<file path="config.mk">
export PLATFORM = sky130hd
export DESIGN_NAME = bin_down_timer_flat
export DESIGN_NICKNAME = d
export VERILOG_FILES = /design/src/rtl/bin_timer_pkg.sv /design/src/rtl/bin_down_timer_if.sv /design/src/rtl/bin_down_timer.sv /design/src/flat_wrapper.sv
export SDC_FILE = /design/constraint.sdc
export NUM_CORES = 1
export LEC_CHECK = 0
export CAP_MARGIN = 10
export CELL_PAD_IN_SITES_DETAIL_PLACEMENT = 1
export CELL_PAD_IN_SITES_GLOBAL_PLACEMENT = 1
export CORE_MARGIN = 10
export CORE_UTILIZATION = 29
export DETAILED_ROUTE_END_ITERATION = 8
export GPL_TIMING_DRIVEN = 0
export PLACE_DENSITY_LB_ADDON = 0.1
export SLEW_MARGIN = 15
export SYNTH_ARGS = -nofsm -noshare
export SYNTH_HDL_FRONTEND = slang
export SYNTH_SLANG_ARGS = --single-unit
</file>
<file path="constraint.sdc">
create_clock -name clk -period 1.7 [get_ports clk]
set_input_delay 0.34 -clock clk [delete_from_list [all_inputs] [get_ports clk]]
set_output_delay 0.34 -clock clk [all_outputs]
set_load 0.01 [all_outputs]
</file>
<file path="src/rtl/bin_timer_pkg.sv">
// Shared types, default sizing and helpers for the binary down-timer.
package bin_timer_pkg;

    localparam int unsigned DEF_WIDTH = 4;
    localparam int unsigned DEF_MAX   = 14;

    typedef enum logic [1:0] {
        IDLE = 2'b00,
        RUN  = 2'b01,
        DONE = 2'b10
    } timer_state_e;

    // Clamp a requested reload value to the largest legal value.
    function automatic int unsigned sat(input int unsigned x, input int unsigned max);
        return (x > max) ? max : x;
    endfunction

endpackage

</file>
<file path="src/rtl/bin_down_timer_if.sv">
// Control/status bundle of bin_down_timer.
// Optional macro BIN_DOWN_TIMER_STICKY_EN adds the tc_sticky status bit.
interface bin_down_timer_if #(
    parameter int unsigned WIDTH = 4
) ();

    logic             load;
    logic [WIDTH-1:0] load_val;
    logic             start;
    logic             en;
    logic             auto_reload;
    logic [WIDTH-1:0] count;
    logic             tc;
    logic             busy;
    logic             done;
`ifdef BIN_DOWN_TIMER_STICKY_EN
    logic             tc_sticky;

    modport master (
        output load, load_val, start, en, auto_reload,
        input  count, tc, busy, done, tc_sticky
    );

    modport slave (
        input  load, load_val, start, en, auto_reload,
        output count, tc, busy, done, tc_sticky
    );
`else
    modport master (
        output load, load_val, start, en, auto_reload,
        input  count, tc, busy, done
    );

    modport slave (
        input  load, load_val, start, en, auto_reload,
        output count, tc, busy, done
    );
`endif

endinterface

</file>
<file path="src/rtl/bin_down_timer.sv">
// Loadable binary down-counter/timer with one-shot and periodic modes.
// Optional macro BIN_DOWN_TIMER_STICKY_EN adds a sticky terminal-count flag.
module bin_down_timer
    import bin_timer_pkg::*;
#(
    parameter int unsigned WIDTH = DEF_WIDTH,
    parameter int unsigned MAX   = DEF_MAX
) (
    input logic             clk,
    input logic             rst,
    bin_down_timer_if.slave tif
);

    timer_state_e     state_q, state_d;
    logic [WIDTH-1:0] count_q, count_d;
    logic [WIDTH-1:0] reload_q, reload_d;
    logic             tc_q, tc_d;
    logic [WIDTH-1:0] load_sat;
    logic             start_ok;

    assign load_sat = WIDTH'(sat(32'(tif.load_val), MAX));
    // A start is only honoured when no load competes and the timer is not already running.
    assign start_ok = tif.start && !tif.load && (state_q != RUN);

    // Next-state for FSM and counter datapath, priority load > start > en.
    always_comb begin
        state_d  = state_q;
        count_d  = count_q;
        reload_d = reload_q;
        tc_d     = 1'b0;
        if (tif.load) begin
            reload_d = load_sat;
            count_d  = load_sat;
            state_d  = IDLE;
        end else if (start_ok) begin
            count_d = reload_q;
            state_d = RUN;
        end else begin
            case (state_q)
                RUN: begin
                    if (tif.en) begin
                        if (count_q != '0) begin
                            count_d = count_q - WIDTH'(1);
                        end else begin
                            tc_d = 1'b1;
                            if (tif.auto_reload) begin
                                count_d = reload_q;
                            end else begin
                                state_d = DONE;
                            end
                        end
                    end
                end
                default: begin
                    state_d = state_q;
                end
            endcase
        end
    end

    // State and datapath registers with synchronous reset.
    always_ff @(posedge clk) begin
        if (rst) begin
            state_q  <= IDLE;
            count_q  <= '0;
            reload_q <= WIDTH'(MAX);
            tc_q     <= 1'b0;
        end else begin
            state_q  <= state_d;
            count_q  <= count_d;
            reload_q <= reload_d;
            tc_q     <= tc_d;
        end
    end

    assign tif.count = count_q;
    assign tif.tc    = tc_q;
    assign tif.busy  = (state_q == RUN);
    assign tif.done  = (state_q == DONE);

`ifdef BIN_DOWN_TIMER_STICKY_EN
    logic sticky_q, sticky_d;

    // Sticky flag: a terminal count on the same edge beats a clearing load/start.
    always_comb begin
        sticky_d = sticky_q;
        if (tif.load || start_ok) begin
            sticky_d = 1'b0;
        end
        if (tc_d) begin
            sticky_d = 1'b1;
        end
    end

    // Sticky flag register.
    always_ff @(posedge clk) begin
        if (rst) begin
            sticky_q <= 1'b0;
        end else begin
            sticky_q <= sticky_d;
        end
    end

    assign tif.tc_sticky = sticky_q;
`endif

endmodule

</file>
<file path="src/flat_wrapper.sv">
// flat-port wrapper written by rule: the top's interface ports become plain ports
module bin_down_timer_flat import bin_timer_pkg::*;
#(
    parameter int unsigned WIDTH = DEF_WIDTH,
    parameter int unsigned MAX   = DEF_MAX
)
  (clk, rst, tif_load, tif_load_val, tif_start, tif_en, tif_auto_reload, tif_count, tif_tc, tif_busy, tif_done);
  bin_down_timer_if #(.WIDTH(WIDTH)) tif_i ();
  input logic clk;
  input logic rst;
  input wire logic [$bits(tif_i.load)-1:0] tif_load;
  input wire logic [$bits(tif_i.load_val)-1:0] tif_load_val;
  input wire logic [$bits(tif_i.start)-1:0] tif_start;
  input wire logic [$bits(tif_i.en)-1:0] tif_en;
  input wire logic [$bits(tif_i.auto_reload)-1:0] tif_auto_reload;
  output wire logic [$bits(tif_i.count)-1:0] tif_count;
  output wire logic [$bits(tif_i.tc)-1:0] tif_tc;
  output wire logic [$bits(tif_i.busy)-1:0] tif_busy;
  output wire logic [$bits(tif_i.done)-1:0] tif_done;
  assign tif_i.load = tif_load;
  assign tif_i.load_val = tif_load_val;
  assign tif_i.start = tif_start;
  assign tif_i.en = tif_en;
  assign tif_i.auto_reload = tif_auto_reload;
  assign tif_count = tif_i.count;
  assign tif_tc = tif_i.tc;
  assign tif_busy = tif_i.busy;
  assign tif_done = tif_i.done;
  bin_down_timer #(.WIDTH(WIDTH), .MAX(MAX)) u_core (.clk(clk), .rst(rst), .tif(tif_i));
endmodule
</file>
* Yosys cells after proc, flatten, opt, wreduce, memory -nomap -nowiden
Index checks and enable logic that the tools add are counted.
Widths: inputs -> output; s select.
** Storage, ports and cells
- Memories kept :: 0
- Latch bits :: 0
- Word-level logic and storage cells :: 44
- Input port bits :: 10
- Output and inout port bits :: 7
- Bits in writable memories :: 0
- ROM bits :: 0
- Bits in registers :: 11
** Cells by class
- Multipliers :: 0
- Reductions and logical operators :: 15
- Magnitude comparators :: 1
- Mux-type cells :: 13
- Shifts and indexed selects :: 0
- Divide/modulo/power cells :: 0
- Eq/ne operators :: 5
- $add $sub $neg :: 1
- Bitwise operators :: 4
** Operator list (number)
- $mux 4 :: 7
- $reduce_and 4->1 :: 2
- $reduce_bool 4->1 :: 2
- $mux 1 :: 6
- $ne 2x1->1 const B :: 3
- $reduce_bool 3->1 :: 2
- $reduce_or 5->1 :: 1
- $gt 4x4->1 const B :: 1
- $not 1->1 :: 4
- $reduce_bool 2->1 :: 2
- $sub 4x1->4 const B :: 1
- $reduce_and 3->1 :: 1
- $reduce_or 3->1 :: 1
- $eq 2x1->1 const B :: 1
- $eq 2x2->1 const B :: 1
- $logic_and 1x1->1 :: 2
- $reduce_or 2->1 :: 1
- $logic_not 1->1 :: 1

* Longest topological paths before layout
- Depth after elaboration :: 6
- Depth in mapped cells :: 6
- Gate-level depth less buffers :: 6

* Worst setup path after synthesis
OpenSTA, ideal clock, no wires.
- Path type :: flip-flop to flip-flop
- From :: register u_core.count_q[0], in the netlist u_core.tif.count[0]
- To :: register u_core.count_q[0], in the netlist u_core.tif.count[0]
- Clock period less this slack :: 1759 ps
- Path slack :: -59 ps
- Setup time :: 88 ps
- Data required time :: 1612 ps
- Buffers on the path :: 0
- Arrival :: 1671 ps
- Stages on the path, launching flop included :: 6
- Cell sequence :: dfxtp_1 > inv_1 > ha_1 > or4b_1 > a221o_2 > a311oi_2
** On the way
- Word-level cells in the longest chain between the ends :: 6
- Elaborated cells on any way between the ends :: 9
- Classes of those cells :: add/sub (1); mux (5); reduce/logical (3)
** Ends and longest elaborated chain
- start, declared :: line bin_down_timer.sv:15 : logic [WIDTH-1:0] count_q, count_d;
- start signal, assigned :: line bin_down_timer.sv:70 : count_q <= count_d;
- $sub 4x1->4 or $reduce_bool 4->1 (tied branches) :: line bin_down_timer.sv:43, bin_down_timer.sv:42
- $mux 4 :: line bin_down_timer.sv:42 : if (count_q != '0) begin
- $mux 4 :: line bin_down_timer.sv:41 : if (tif.en) begin
- $mux 4 :: line bin_down_timer.sv:39 : case (state_q)
- $mux 4 :: line bin_down_timer.sv:35 : end else if (start_ok) begin
- $mux 4 :: line bin_down_timer.sv:31 : if (tif.load) begin
Several ways; a longest one is shown, not always the timed one. The select of a mux whose other input is x is not followed.
A chain may end at the register's enable or synchronous reset.

* Worst setup path in the final report
Same ends and word-level chain as after synthesis.

==> run metrics <==
average wire per standard cell 13.5 µm; Core Util, Final 0.429; Clock Sinks 11; Routed WL 1590 µm; Synth Cell Area ~570 µm²; Vias/cell just under 5; leading area contributor after synthesis dfxtp_1; num rows 16; H-tree levels 1; Crit Path Max Fanout 8; Synthesis Warnings 0; met3 GRT Util 0.0226; maxcap violations 0; Vias 571; violated checks negative setup slack; worst setup margin -22.2 ps; Syn Area/Cell around 8.3 µm²; busiest grt layer met2; Async S/R FF share, synth 0; kind of critical path reg -> reg; Netlist cell types 28; TritonCTS clock tree built; Slew @ Worst Pin 449 ps; Final Net Count 103; vias in the first global route ~600; FF-to-FF path depth 6; RePlAce Congestion slightly below 0.7; Clock transition at path regs 70 ps; critical-path cell list inv_2, ha_4, or4b_1, a221o_2, nor2_1, a311oi_2; Die Wd 64.4 µm; Place WS -359 ps; Critical Path Slowest Stage Cell or4b_1; io pins 17; Peak Freq approximately 580 MHz; area grow syn2layout 44.2%; Pleak between 0.0003 and 0.0004 µW; Mapped Cells 69; status complete, but fails checks; WP data arrival 1870 ps; diode count 0; most frequently used flop master after synthesis dfxtp_1; share of layout cells above drive strength 1 0.176; VDD IR max roughly 0.39 mV; Fin Clk Skew 2.70 ps; Pre-antenna DRT Iters 4; Tightest Hold Check Type reg -> reg; final worst-path cycle share 1.01; clk buf depth 2; grt ovf 0; Root Driver clkbuf_4; worst reg2reg path startpoint u_core.tif.count[0]$_SDFFE_PP0P_; Syn Nets 80; starting density of the core 0.298; flops & latches, synth 11; Setup-failing EPs final 4; Clock Latency Late Sink between 200 and 300 ps; relative slew slack 0.701; DRC viols 0; port bufs 15; final hold vios 0; CP Launch Type flop; CORE AREA just under 2000 µm²; met1 usage 0.104; Max Transition Viols Final 0; largest net degree at the start of global routing 11; share of the synthesized area in the top cell type 0.385; clock buffer count from CTS 3; Cell Pwr Density ~800 nW/µm²; first-pass GRT wire length 2680 µm; Die Area 4150 µm²; die height 64.4 µm; Routed Antenna Nets 0; Critical Path RT 1850 ps; hold depth 2; Seq/Total Area, Yosys 0.385; FF-to-FF setup slack -20 ps; setup TNS -39.5 ps; RSZ-0062 raised after global routing yes; Post-synth EDFFs 0; hold path start u_core.reload_q[1]$_SDFFE_PP1P_; Total GRT Usage 0.0819; crit-path max cell delay between 400 and 500 ps; synth top area cells dfxtp_1, o211ai_1, inv_1; critical path capture point type flop; min cycle time layout roughly 1700 ps; Fin Hold WS 471 ps; DP Wirelength 1260 µm; Min-Delay Endpoint u_core.reload_q[1]$_SDFFE_PP1P_; met2 usage 0.112; initial antenna violation count 0; RR Endpoint u_core.tif.count[0]$_SDFFE_PP0P_; initial DRC count 6
[routing by layer]
metal | share of wire | vias to the layer above
met4 | 0.031 | 0
met1 | 0.50 | 257
met5 | 0 | -
li1 | - | 294
met3 | 0.050 | 5
met2 | 0.42 | 15
[state kept, by name, summed over array words and instances, names as in the netlist]
| name | cells |
|---|---|
| u_core.tif.count | 4 |
| u_core.state_q | 2 |
| u_core.reload_q | 4 |
| u_core.tif.tc | 1 |
[placed cells by master, fill, tap and decap left out, drive strengths merged, types with 2 or more instances in the layout]
cell type      instances
clkdlybuf4s50         12
dfxtp                 11
nand2                  7
inv                    7
nor2                   6
clkbuf                 6
a21oi                  4
o211ai                 4
a311oi                 4
nand3                  3
o21ai                  3
buf                    3
nor3                   2
dlygate4sd2            2
a221o                  2
[Yosys cell counts, types with 2 or more instances]
cell,n
o21ai_0,3
nor2_1,6
a21oi_1,4
nor3_1,2
o211ai_1,4
clkbuf_1,2
a311oi_1,3
nand3_1,3
inv_1,7
dfxtp_1,11
nand2_1,7
[metrics by stage]
stage               area, µm²  std cells  power (µW)
global route              825        118         704
floorplan                 589         69         399
detailed placement        773        111         472
global placement          773        111         469
finish                    825        118         656
CTS                       821        118         667
[where the power goes]
group	total (µW)	internal (µW)	switching (µW)
clock	182	91.1	90.5
sequential	295	278	17.0
combinational	179	95.8	83.6
[worst max path at each step]
stage / endpoint / from / depth (start not counted) / slack [ps]
after floorplan: u_core.tif.count[0]$_SDFFE_PP0P_ / u_core.tif.count[0]$_SDFFE_PP0P_ / 5 / 7
final: u_core.tif.count[0]$_SDFFE_PP0P_ / u_core.tif.count[0]$_SDFFE_PP0P_ / 6 / -20
after global routing: u_core.tif.count[0]$_SDFFE_PP0P_ / u_core.tif.count[0]$_SDFFE_PP0P_ / 6 / -110
after CTS: u_core.tif.count[0]$_SDFFE_PP0P_ / u_core.tif.count[0]$_SDFFE_PP0P_ / 5 / -60
after global placement: u_core.tif.count[0]$_SDFFE_PP0P_ / tif_auto_reload / 4 / -350
after detailed placement: u_core.tif.count[0]$_SDFFE_PP0P_ / tif_auto_reload / 4 / -360
[kinds of logic after synthesis]
family                   after synthesis  share of synthesized area
flip-flops                            11                      0.385
adder cells (fa/ha/maj)                1                     0.0219
buffers and inverters                  9                     0.0591
AND/OR/NAND/NOR                       25                      0.225
XOR/XNOR                               2                     0.0306
AO/OA/AOI/OAI                         21                      0.278
[critical path, delay by kind of cell, from the launching register on]
family	cells	cell delay (ps)
adders and majority gates	1	130
and+or+nand+nor	2	570
buffers and inverters	1	60
AOI/OAI and AO/OA	2	490
DFF	1	340
[layout make-up]
| type | count | area [µm²] |
|---|---|---|
| clock buffers | 4 | 26.3 |
| inverters | 7 | 26.3 |
| plain buffers | 2 | 7.51 |
| well taps | 27 | 33.8 |
| repair buffers | 18 | 173 |
| fillers | 250 | 1100 |
| flip-flops and latches | 11 | 228 |
| multi-input cells | 49 | 330 |
[timing repair]
| item | CTS | global route |
|---|---|---|
| setup endpoints to repair | 6 | 6 |
| resized for setup | 3 | 2 |
| setup buffers | 3 | 0 |
| endpoints found under the hold margin | 0 | 0 |
| hold buffers | 0 | 0 |
| pin swaps | 3 | 2 |
Power figures use the tool's default switching activity.
